`src/rtl/dmac_req_scheduler.sv`:
```
// Request sequencer for the two-channel DMAC: arbitrate, wait for config, own the bus, run one channel.
// Optional transfer watchdog in ACTIVE is built when DMAC_WATCHDOG_EN is defined.
module dmac_req_scheduler #(
  parameter int FIXED_PRIO  = 1,
  parameter int WDOG_CYCLES = 4096,
  parameter int WDOG_W      = 13
) (
  input  logic       clk,
  input  logic       rst,
  input  logic [1:0] dmac_req,
  input  logic       c_config,
  input  logic       irq,
  input  logic       hgrant,
  input  logic [1:0] hresp,
  output logic       channel_en_1,
  output logic       channel_en_2,
  output logic       con_en,
  output logic       con_sel,
  output logic       hbusreq,
  output logic [1:0] req_ack,
  output logic       err,
  output logic       busy
);

  typedef enum logic [2:0] {
    IDLE     = 3'd0,
    WAIT_CFG = 3'd1,
    BUS_REQ  = 3'd2,
    ARM      = 3'd3,
    ACTIVE   = 3'd4,
    DONE     = 3'd5,
    ABORT    = 3'd6
  } state_t;

  state_t state_r;
  state_t next_state_s;
  logic   sel_r;
  logic   next_sel_s;
  logic   last_served_r;
  logic   winner_s;
  logic   hresp_err_s;
  logic   wdog_trip_s;
  logic   in_xfer_s;

  assign hresp_err_s = (hresp == 2'b01);

`ifdef DMAC_WATCHDOG_EN
  logic [WDOG_W-1:0] wdog_r;

  // ACTIVE-cycle counter: zero on the first ACTIVE cycle, saturating so it never wraps back to a safe value
  always_ff @(posedge clk or posedge rst) begin
    if (rst) begin
      wdog_r <= '0;
    end else if (state_r == ARM) begin
      wdog_r <= '0;
    end else if ((state_r == ACTIVE) && (wdog_r != '1)) begin
      wdog_r <= wdog_r + WDOG_W'(1);
    end
  end

  assign wdog_trip_s = (state_r == ACTIVE) && (wdog_r >= WDOG_W'(WDOG_CYCLES - 1));
`else
  assign wdog_trip_s = 1'b0;
`endif

  // Arbitration winner among the pending requests (only consumed in IDLE)
  always_comb begin
    if (dmac_req == 2'b11) begin
      if (FIXED_PRIO != 32'sd0) begin
        winner_s = 1'b0;
      end else begin
        winner_s = ~last_served_r;
      end
    end else begin
      winner_s = dmac_req[1];
    end
  end

  // Next-state decode; an ERROR response outranks irq, irq outranks the watchdog
  always_comb begin
    next_state_s = state_r;
    next_sel_s   = sel_r;
    case (state_r)
      IDLE: begin
        if (dmac_req != 2'b00) begin
          next_state_s = WAIT_CFG;
          next_sel_s   = winner_s;
        end else begin
          next_state_s = IDLE;
        end
      end
      WAIT_CFG: begin
        if (!dmac_req[sel_r]) begin
          next_state_s = IDLE;
        end else if (c_config) begin
          next_state_s = BUS_REQ;
        end else begin
          next_state_s = WAIT_CFG;
        end
      end
      BUS_REQ: begin
        if (!dmac_req[sel_r]) begin
          next_state_s = IDLE;
        end else if (hgrant) begin
          next_state_s = ARM;
        end else begin
          next_state_s = BUS_REQ;
        end
      end
      ARM: begin
        next_state_s = ACTIVE;
      end
      ACTIVE: begin
        if (hresp_err_s) begin
          next_state_s = ABORT;
        end else if (irq) begin
          next_state_s = DONE;
        end else if (wdog_trip_s) begin
          next_state_s = ABORT;
        end else begin
          next_state_s = ACTIVE;
        end
      end
      DONE:    next_state_s = IDLE;
      ABORT:   next_state_s = IDLE;
      default: next_state_s = IDLE;
    endcase
  end

  // State, selected channel and round-robin history
  always_ff @(posedge clk or posedge rst) begin
    if (rst) begin
      state_r       <= IDLE;
      sel_r         <= 1'b0;
      last_served_r <= 1'b1;
    end else begin
      state_r <= next_state_s;
      sel_r   <= next_sel_s;
      if ((state_r == DONE) || (state_r == ABORT)) begin
        last_served_r <= sel_r;
      end
    end
  end

  assign in_xfer_s = (next_state_s == ARM) || (next_state_s == ACTIVE);

  // Outputs registered from the next state so they line up with the state they describe
  always_ff @(posedge clk or posedge rst) begin
    if (rst) begin
      channel_en_1 <= 1'b0;
      channel_en_2 <= 1'b0;
      con_en       <= 1'b0;
      con_sel      <= 1'b0;
      hbusreq      <= 1'b0;
      req_ack      <= 2'b00;
      err          <= 1'b0;
      busy         <= 1'b0;
    end else begin
      channel_en_1 <= in_xfer_s & ~next_sel_s;
      channel_en_2 <= in_xfer_s & next_sel_s;
      con_en       <= (next_state_s == ARM);
      con_sel      <= (next_state_s == ARM) ? next_sel_s : con_sel;
      hbusreq      <= in_xfer_s || (next_state_s == BUS_REQ);
      req_ack      <= (next_state_s == DONE) ? {sel_r, ~sel_r} : 2'b00;
      err          <= (next_state_s == ABORT);
      busy         <= (next_state_s != IDLE);
    end
  end

endmodule

```
`config.mk`:
```
export PLATFORM = sky130hd
export DESIGN_NAME = dmac_req_scheduler
export DESIGN_NICKNAME = d
export VERILOG_FILES = /design/src/rtl/dmac_req_scheduler.sv
export SDC_FILE = /design/constraint.sdc
export NUM_CORES = 1
export LEC_CHECK = 0
export BUFFER_PORTS_ARGS = -buffer_cell sky130_fd_sc_hd__buf_4
export CORE_MARGIN = 3
export CORE_UTILIZATION = 35
export DETAILED_ROUTE_END_ITERATION = 12
export PLACE_DENSITY = 0.64
export SYNTH_ARGS = -nofsm -noshare
export SYNTH_HDL_FRONTEND = slang
export SYNTH_SLANG_ARGS = --single-unit
```
`constraint.sdc`:
```
create_clock -name clk -period 4.75 [get_ports clk]
set_clock_uncertainty 0.2 [all_clocks]
set_input_delay 0.7125 -clock clk [delete_from_list [all_inputs] [get_ports clk]]
set_output_delay 0.7125 -clock clk [all_outputs]
set_load 0.01 [all_outputs]
```
* After elaboration in Yosys (flattened, before gate mapping)
Index checks and enable logic that the tools add are counted.
** Word-level totals
- Bits in latches :: 0
- Memories :: 0
- RAM bits :: 0
- ROM bits :: 0
- Register bits after elaboration :: 13
** Operators by class
- Reduce and logical (&&, ||, !) cells :: 5
- Magnitude comparators :: 1
- Divide/modulo/power cells :: 0
- $mul :: 0
- Equality and inequality tests :: 11
- $add $sub $neg :: 0
- Shifts and indexed selects :: 0
- Multiplexer cells :: 14
- Bitwise gates (word level) :: 4
** Operators by type and width (count)
- one-hot mux 3 bit (5 select lines) :: 1
- == test 3 x 2 -> 1 bit, second input constant :: 4
- == test 3 bit, second input constant :: 4
- 2-to-1 mux 2 bit :: 5
- 2-to-1 mux 1 bit :: 8
- == test 3 x 1 -> 1 bit, second input constant :: 1
- logical NOT 3 bit :: 1
- nonzero test 3 bit :: 1
- bitwise AND 1 bit :: 2
- == test 2 x 1 -> 1 bit, second input constant :: 1
- == test 2 bit, second input constant :: 1
- logical OR 1 bit :: 2
- less-than comparator 1 x 2 -> 1 bit, second input constant :: 1
- NOT 1 bit :: 2
- nonzero test 2 bit :: 1

* Logic depth before layout (Yosys ltp)
Gate-level depths: netlist of the first run.
- Word-level depth :: 7
- Mapped depth :: 7

* Worst setup path after synthesis of the first run
No wires, ideal clock.
- Path type :: input port to flip-flop
- Start point :: in dmac_req[1]
- End point :: reg con_sel
- Data arrival time :: 1918 ps
- Data required time :: 4422 ps
- Setup time :: 128 ps
- Slack :: 2505 ps
- Stages on the path :: 6
- Cell sequence :: or4b_4 > a21oi_2 > o21ai_2 > a21o_1 > inv_2 > mux2_1
** Between the ends
- Cells in the longest elaborated chain, start to end :: 5
- Elaborated cells on any way between the ends :: 12
- Classes of those cells :: 2 x eq/ne; 9 x mux; 1 x reduce/logical
** RTL lines
- start: declaration :: RTL line 10 : input logic [1:0] dmac_req,
- 2-to-1 mux 1 bit (implied by the code) (2 in series) :: RTL line 93, 102
- 2-to-1 mux 2 bit, on equally long branches :: RTL line 102, 93
- one-hot mux 3 bit (5 select lines) :: RTL line 83 : case (state_r)
- == test 3 x 2 -> 1 bit :: RTL line 162 : con_sel <= (next_state_s == ARM) ? next_sel_s : con_sel;
- end signal: assignment :: RTL line 162
- end: declaration :: RTL line 18 : output logic con_sel,
Several ways; a longest one is shown, not always the timed one. The select of a mux whose other input is x is not followed.
A chain may end at the register's enable or synchronous reset.

* Worst setup path after layout of the first run
- Start point :: reg state_r[0]
- End point :: reg con_sel
** Between the ends
- Cells in the longest elaborated chain, start to end :: 3
- Elaborated cells on any way between the ends :: 8
- Classes of those cells :: 5 x eq/ne; 2 x mux; 1 x reduce/logical
** RTL lines
- start: declaration :: RTL line 35 : state_t state_r;
- start signal: assignment :: RTL line 137 : state_r <= next_state_s;
- == test 3 bit (tied with other cells) :: RTL line 83
- one-hot mux 3 bit (5 select lines) :: RTL line 83
- == test 3 x 2 -> 1 bit :: RTL line 162
Several ways; a longest one is shown, not always the timed one.

==> results of run 1 <==
==> layout make-up <==
| class | count | area [µm²] | area share |
|---|---|---|---|
| well taps | 16 | 20.0 | 0.0268 |
| clock buffers | 4 | 26.3 | 0.0352 |
| repair buffers | 17 | 128 | 0.171 |
| flip-flops and latches | 13 | 325 | 0.436 |
| multi-input cells | 37 | 228 | 0.305 |
| inverters | 5 | 18.8 | 0.0252 |
==> cells by family after synthesis <==
logic type             after synthesis  synth area share
DFF                                 13             0.558
muxes                                3            0.0558
and+or+nand+nor                     22             0.182
AOI/OAI and AO/OA                   12             0.152
buffers and inverters                6            0.0515
==> synth_stat cells <==
library cell,n,area share
dfrtp_1,13,0.56
nand2_1,9,0.058
nor2_1,5,0.032
inv_1,4,0.026
nand3_1,4,0.034
a21o_1,2,0.026
a21oi_1,2,0.017
a21boi_0,1,0.013
a21oi_2,1,0.015
a32oi_1,1,0.015
buf_6,1,0.019
inv_2,1,0.0064
mux2_1,1,0.019
mux2_2,1,0.019
mux2i_1,1,0.017
nand2b_1,1,0.011
nor2b_1,1,0.011
nor3b_1,1,0.013
o211ai_1,1,0.013
o21ai_0,1,0.0086
o21ai_2,1,0.015
o221ai_1,1,0.015
o22a_1,1,0.015
or4b_4,1,0.024
==> per-stage QoR <==
step,instances,util,instance area (µm²)
finish,92,0.484,746
global route,92,0.484,746
CTS,92,0.484,746
detailed placement,88,0.467,719
global placement,88,0.467,719
floorplan,56,-,583
==> critical path, cell delays in order, from the launching register on <==
cell	delay [ns]
dfrtp_1	0.49
or4b_4	0.56
a21oi_2	0.15
o21ai_2	0.08
a21o_1	0.22
inv_2	0.06
mux2_1	0.30
==> metal layers <==
metal	routed length, µm	part of all wire
met1	459	0.43
met2	517	0.48
met3	90	0.084
met4	6	0.0056
met5	0	0
==> state kept, by name (all words and copies together), names as in the netlist <==
name,cells
busy,1
err,1
req_ack,2
sel_r,1
hbusreq,1
channel_en_1,1
state_r,3
con_sel,1
channel_en_2,1
con_en,1
==> report_power, final <==
| part | switching (W) | internal, W | total, W |
|---|---|---|---|
| registers | 0.0000355 | 0.000150 | 0.000185 |
| logic | 0.0000999 | 0.0000889 | 0.000189 |
| clock network | 0.0000309 | 0.0000324 | 0.0000633 |
| total | 0.000166 | 0.000271 | 0.000437 |
==> worst max-delay path by stage <==
| stage | slack (ns) | start | to |
|---|---|---|---|
| after floorplan | 2.50 | dmac_req[1] | con_sel$_DFFE_PP0N_ |
| after detailed placement | 2.33 | dmac_req[1] | con_sel$_DFFE_PP0N_ |
| after CTS | 2.56 | state_r[0]$_DFF_PP0_ | con_sel$_DFFE_PP0N_ |
| after global placement | 2.36 | dmac_req[1] | con_sel$_DFFE_PP0N_ |
| after global routing | 2.48 | state_r[0]$_DFF_PP0_ | con_sel$_DFFE_PP0N_ |
| final | 2.57 | state_r[0]$_DFF_PP0_ | con_sel$_DFFE_PP0N_ |
==> run summary, run 1 <==
TritonCTS clock tree = done
worst hold slack = 0.257 ns
worst min path class = input port to asynchronous set/reset pin
Syn-to-layout area delta = 27.9%
Relative slew margins = 0.684
n_diodes = 0
Vias/cell = 5.28
RePlAce Congestion = 0.762
Fill cells = 156
Slew @ Worst Pin = 0.474 ns
GRT busiest layer = met2
met1 usage = 0.135
FF-to-FF Start = state_r[0]$_DFF_PP0_
Max-Cap Viols = 0
DRT Pass-1 Iters = 4
setup bufs post-CTS = 0
cts hold-fix bufs = 0
highest clock rate = 0.458 GHz
commonest cells after routing, fill and taps aside = 17 x buf_4, 13 x dfrtp_1, 9 x nand2_1
most common cell after layout, fill and taps aside = buf_4
RSZ-0062 raised after global routing = false
R2R Path End = con_sel$_DFFE_PP0N_
Std-Cell Rows = 14
post-synthesis sequential area ratio = 0.558
via count = 486
First DRT Iteration DRCs = 4
clk_lat worst skew = 0.27 ns
Remaining DRCs = 0
synthesized area = 583 µm²
Sink Count = 13
Die ar. = 2190 µm²
CP Launch Type = flop
final hold vios = 0
critical setup path kind = flop to flop
TritonCTS Buffers = 3
Die Height = 46.8 µm
Final setup viols = 0
vias in the first global route = 410
Clock transition at path regs = 0.07 ns
IO Pins = 18
Tot Pwr = 0.000437 W
GR Util met2 = 0.176
CTS root buf = clkbuf_4
Port Buffer Count = 17
largest net degree at the start of global routing = 14
clock tree buffer depth = 2
H-tree depth = 1
CP endpoint kind = flop
outcome = finished, final reports clean
final worst slack = 2.57 ns
GRT Overall Usage = 0.112
Post-Syn Nets = 65
Mapped Cells = 56
PD cells = 586 nW/µm²
#FFs+latches synth = 13
initial antenna violation count = 0
Synth cell types = 24
post_cts resized = 0
ANT nets after route = 0
mean post-synth cell area = 10.4 µm²
met3 Usage GRT = 0.0575
setup slack, reg-to-reg = 2.57 ns
Die W = 46.8 µm
Initial Utilization = 0.378
GR Overflow Total = 0
min cycle time layout = 2.18 ns
Final period util = 0.459
critical path arrival = 2.14 ns
Ys Warns = 0
R2R cell count = 6
first-pass GRT wire length = 1.68 mm
# nets final = 86
Pleak = 0.396 nW
DR WL/cell = 11.7 µm
pre-CTS WS = 2.33 ns
Worst Path Required = 4.70 ns
Worst Path Max Fanout = 10
drt total wl = 1.08 mm
setup TNS = 0 ns
HPWL after DPL = 826 µm
peak supply drop = 247 µV
fin. max-slew vios = 0
area of the core = 1540 µm²
share of layout cells above drive strength 1 = 0.329
Note: power is estimated with default switching activity, not from simulation.
==> inputs of run 2 (changes only) <==
Settings changed: ABC_AREA set to 1, PLACE_DENSITY 0.64 to 0.66.
Clock period 4.75 ns to 2 ns, I/O delays scaled along.
==> run summary, run 2 <==
hold worst-path end = con_en$_DFF_PP0_
area of the core = 1560 µm² (was 1540 µm²)
post-synthesis compound-gate area fraction = 0.0498 (was 0.152)
post_cts resized = 0 (unchanged)
Sink Count = 13 (unchanged)
mean post-synth cell area = 9.14 µm² (was 10.4 µm²)
GRT Overall Usage = 0.133 (was 0.112)
Max-Cap Viols = 0 (unchanged)
#FFs+latches synth = 13 (unchanged)
vias in the first global route = 494 (was 410)
DR WL/cell = 10.9 µm (was 11.7 µm)
Async SR Flop Fraction = 1.00 (unchanged)
commonest cells after routing, fill and taps aside = 17 x buf_4, 13 x dfrtp_1, 12 x nand2_1 (was 17 x buf_4, 13 x dfrtp_1, 9 x nand2_1)
via count = 495 (was 486)
crit-path cells = nor2_4 > nand3_1 > nand2_2 > inv_2 > nand2_4 > nor2_2 > nor2_2 > nand2_1 (was or4b_4 > a21oi_2 > o21ai_2 > a21o_1 > inv_2 > mux2_1)
Worst Path Max Fanout = 5 (was 10)
CP Launch Type = flop (unchanged)
Ys Warns = 0 (unchanged)
Initial Utilization = 0.387 (was 0.378)
drt total wl = 1.13 mm (was 1.08 mm)
Top reg by flops = state_r (unchanged)
CP endpoint kind = flop (unchanged)
Max stage delay on crit path = 0.45 ns (was 0.56 ns)
cts hold-fix bufs = 1 (was 0)
Adder-Cell Fraction of Synth Area = 0 (unchanged)
IO Pins = 18 (unchanged)
DRT Pass-1 Iters = 4 (unchanged)
Port Buffer Count = 17 (unchanged)
max FFs per register = 3 (unchanged)
FF-to-FF Start = state_r[1]$_DFF_PP0_ (was state_r[0]$_DFF_PP0_)
TritonCTS clock tree = done (unchanged)
post-synthesis sequential area ratio = 0.539 (was 0.558)
outcome = finished, final reports clean (unchanged)
R2R cell count = 8 (was 6)
min cycle time layout = 1.51 ns (was 2.18 ns)
Std-Cell Rows = 14 (unchanged)
Synth area leader = dfrtp_1 (unchanged)
peak supply drop = 651 µV (was 247 µV)
Fill cells = 162 (was 156)
RSZ-0062 raised after global routing = false (unchanged)
critical path's slowest cell = dfrtp_1 (was or4b_4)
Final period util = 0.757 (was 0.459)
clock tree buffer depth = 2 (unchanged)
H-tree depth = 1 (unchanged)
initial antenna violation count = 0 (unchanged)
Remaining DRCs = 0 (unchanged)
Syn-to-layout area delta = 30.5% (was 27.9%)
post-synth top area share = 0.539 (was 0.558)
cell family with most CP delay = simple AND/OR/NAND/NOR gates (unchanged)
first-pass GRT wire length = 2.04 mm (was 1.68 mm)
CP Depth = 8 (was 6)
most frequent cell after synthesis = dfrtp_1 (unchanged)
CP most frequent cell = nor2_2
Simple-Gate Fraction of Synth Area = 0.342 (was 0.182)
Synth top cells by count = 13 x dfrtp_1, 12 x nand2_1, 8 x inv_1, 8 x nor2_1, 4 x nand3_1 (was 13 x dfrtp_1, 9 x nand2_1, 5 x nor2_1)
ANT nets after route = 0 (unchanged)
synthesized area = 603 µm² (was 583 µm²)
Clock transition at path regs = 0.08 ns (was 0.07 ns)
Pleak = 0.435 nW (was 0.396 nW)
Die ar. = 2260 µm² (was 2190 µm²)
Synth cell types = 18 (was 24)
critical setup path kind = flop to flop (unchanged)
Slew @ Worst Pin = 0.491 ns (was 0.474 ns)
share of layout cells above drive strength 1 = 0.375 (was 0.329)
Primary FF master, synth = dfrtp_1 (unchanged)
Synth area leaders = dfrtp_1 54%, nand2_1 7.5%, inv_1 5.0% (was dfrtp_1 56%, nand2_1 5.8%, nand3_1 3.4%)
Post-Syn Nets = 75 (was 65)
# nets final = 98 (was 86)
GR Overflow Total = 0 (unchanged)
CTS root buf = clkbuf_4 (unchanged)
biggest regs = state_r (3), req_ack (2) (unchanged)
setup bufs post-CTS = 0 (unchanged)
largest net degree at the start of global routing = 14 (unchanged)
critical path arrival = 1.49 ns (was 2.14 ns)
number of flops mapped to enable cells by yosys = 0 (unchanged)
Critical path buffers and inverters = 1 (unchanged)
Tot Pwr = 0.00105 W (was 0.000437 W)
R2R Path End = hbusreq$_DFF_PP0_ (was con_sel$_DFFE_PP0N_)
First DRT Iteration DRCs = 3 (was 4)
min-delay src = hgrant
Worst Path Required = 1.97 ns (was 4.70 ns)
final hold vios = 0 (unchanged)
fin. max-slew vios = 0 (unchanged)
worst min path class = input port to flop (was input port to asynchronous set/reset pin)
setup TNS = 0 ns (unchanged)
xor-xnor portion of the synthesized cell area = 0 (unchanged)
Final setup viols = 0 (unchanged)
RePlAce Congestion = 0.771 (was 0.762)
highest clock rate = 0.660 GHz (was 0.458 GHz)
combinational family with the most area after synthesis = simple AND/OR/NAND/NOR gates (unchanged)
Reg area = 325 µm² (unchanged)
Die Height = 47.5 µm (was 46.8 µm)
Die W = 47.5 µm (was 46.8 µm)
Relative slew margins = 0.672 (was 0.684)
n_diodes = 0 (unchanged)
Mapped Cells = 66 (was 56)
TritonCTS Buffers = 3 (unchanged)
HPWL after DPL = 905 µm (was 826 µm)
setup slack, reg-to-reg = 0.49 ns (was 2.57 ns)
PD cells = 1340 nW/µm² (was 586 nW/µm²)
most common cell after layout, fill and taps aside = buf_4 (unchanged)
Vias/cell = 4.76 (was 5.28)
mux share of post-synthesis cell area = 0 (was 0.0558)
clk_lat worst skew = 0.28 ns (was 0.27 ns)
hold path cells = 3
multi-input logic area = 236 µm² (was 228 µm²)
run 2: changes by cell type in the layout (fill, tap and decap cells not counted), moves of 3 or more:
cell     before  now
nand2_1       9   12
nand2_2       0    3
nor2_1        5    8
inv_1         4    8
run 2: per-stage QoR:
stage	utilization	hold slack (ns)	instances	instance area, µm²	worst slack (ns)
6_report	0.505	0.134	104	787	0.486
5_1_grt	0.505	0.154	104	787	0.347
4_1_cts	0.505	0.142	104	787	0.485
3_5_place_dp	0.482	0.160	99	751	0.501
3_3_place_gp	0.482	0.160	99	751	0.505
2_1_floorplan	-	-0.0230	66	603	0.627
run 2: metal layers:
metal	track usage	wire (µm)	up-vias
li1	-	-	254
met4	0.0994	30	0
met1	0.148	474	227
met5	0	0	-
met2	0.217	563	11
met3	0.0338	66	3
run 2: worst reg2reg max path, delay by kind of cell, from the launching register on:
| family | cells | cell delay, ns |
|---|---|---|
| and+or+nand+nor | 7 | 0.71 |
| DFF | 1 | 0.45 |
| buffers and inverters | 1 | 0.05 |
run 2: how the worst max path moves through the flow:
stage	to	startpoint	slack, ns
finish	hbusreq$_DFF_PP0_	state_r[1]$_DFF_PP0_	0.49
global route	hbusreq$_DFF_PP0_	state_r[1]$_DFF_PP0_	0.35
CTS	hbusreq$_DFF_PP0_	state_r[1]$_DFF_PP0_	0.49
detailed placement	hbusreq$_DFF_PP0_	state_r[1]$_DFF_PP0_	0.50
global placement	hbusreq$_DFF_PP0_	state_r[1]$_DFF_PP0_	0.51
floorplan	hbusreq$_DFF_PP0_	state_r[1]$_DFF_PP0_	0.63
run 2: cell type report:
type,instances,area share
clock buffer,4,0.0334
multi-input combinational,42,0.300
timing repair buffer,18,0.175
inverter,11,0.0525
sequential,13,0.413
tap,16,0.0254
run 2: cells by family (layout without fill, tap and decap cells):
group	count (synthesis)	count (layout)
AOI/OAI and AO/OA	5	5
buffers and inverters	11	33
DFF	13	13
and+or+nand+nor	37	37
run 2: report_power, final:
part           switching, W  internal, W  total, W  leakage (nW)
combinational      0.000278     0.000192  0.000471         0.247
sequential        0.0000741     0.000344  0.000418         0.173
clock             0.0000879    0.0000776  0.000166        0.0150
total              0.000440     0.000614   0.00105         0.435
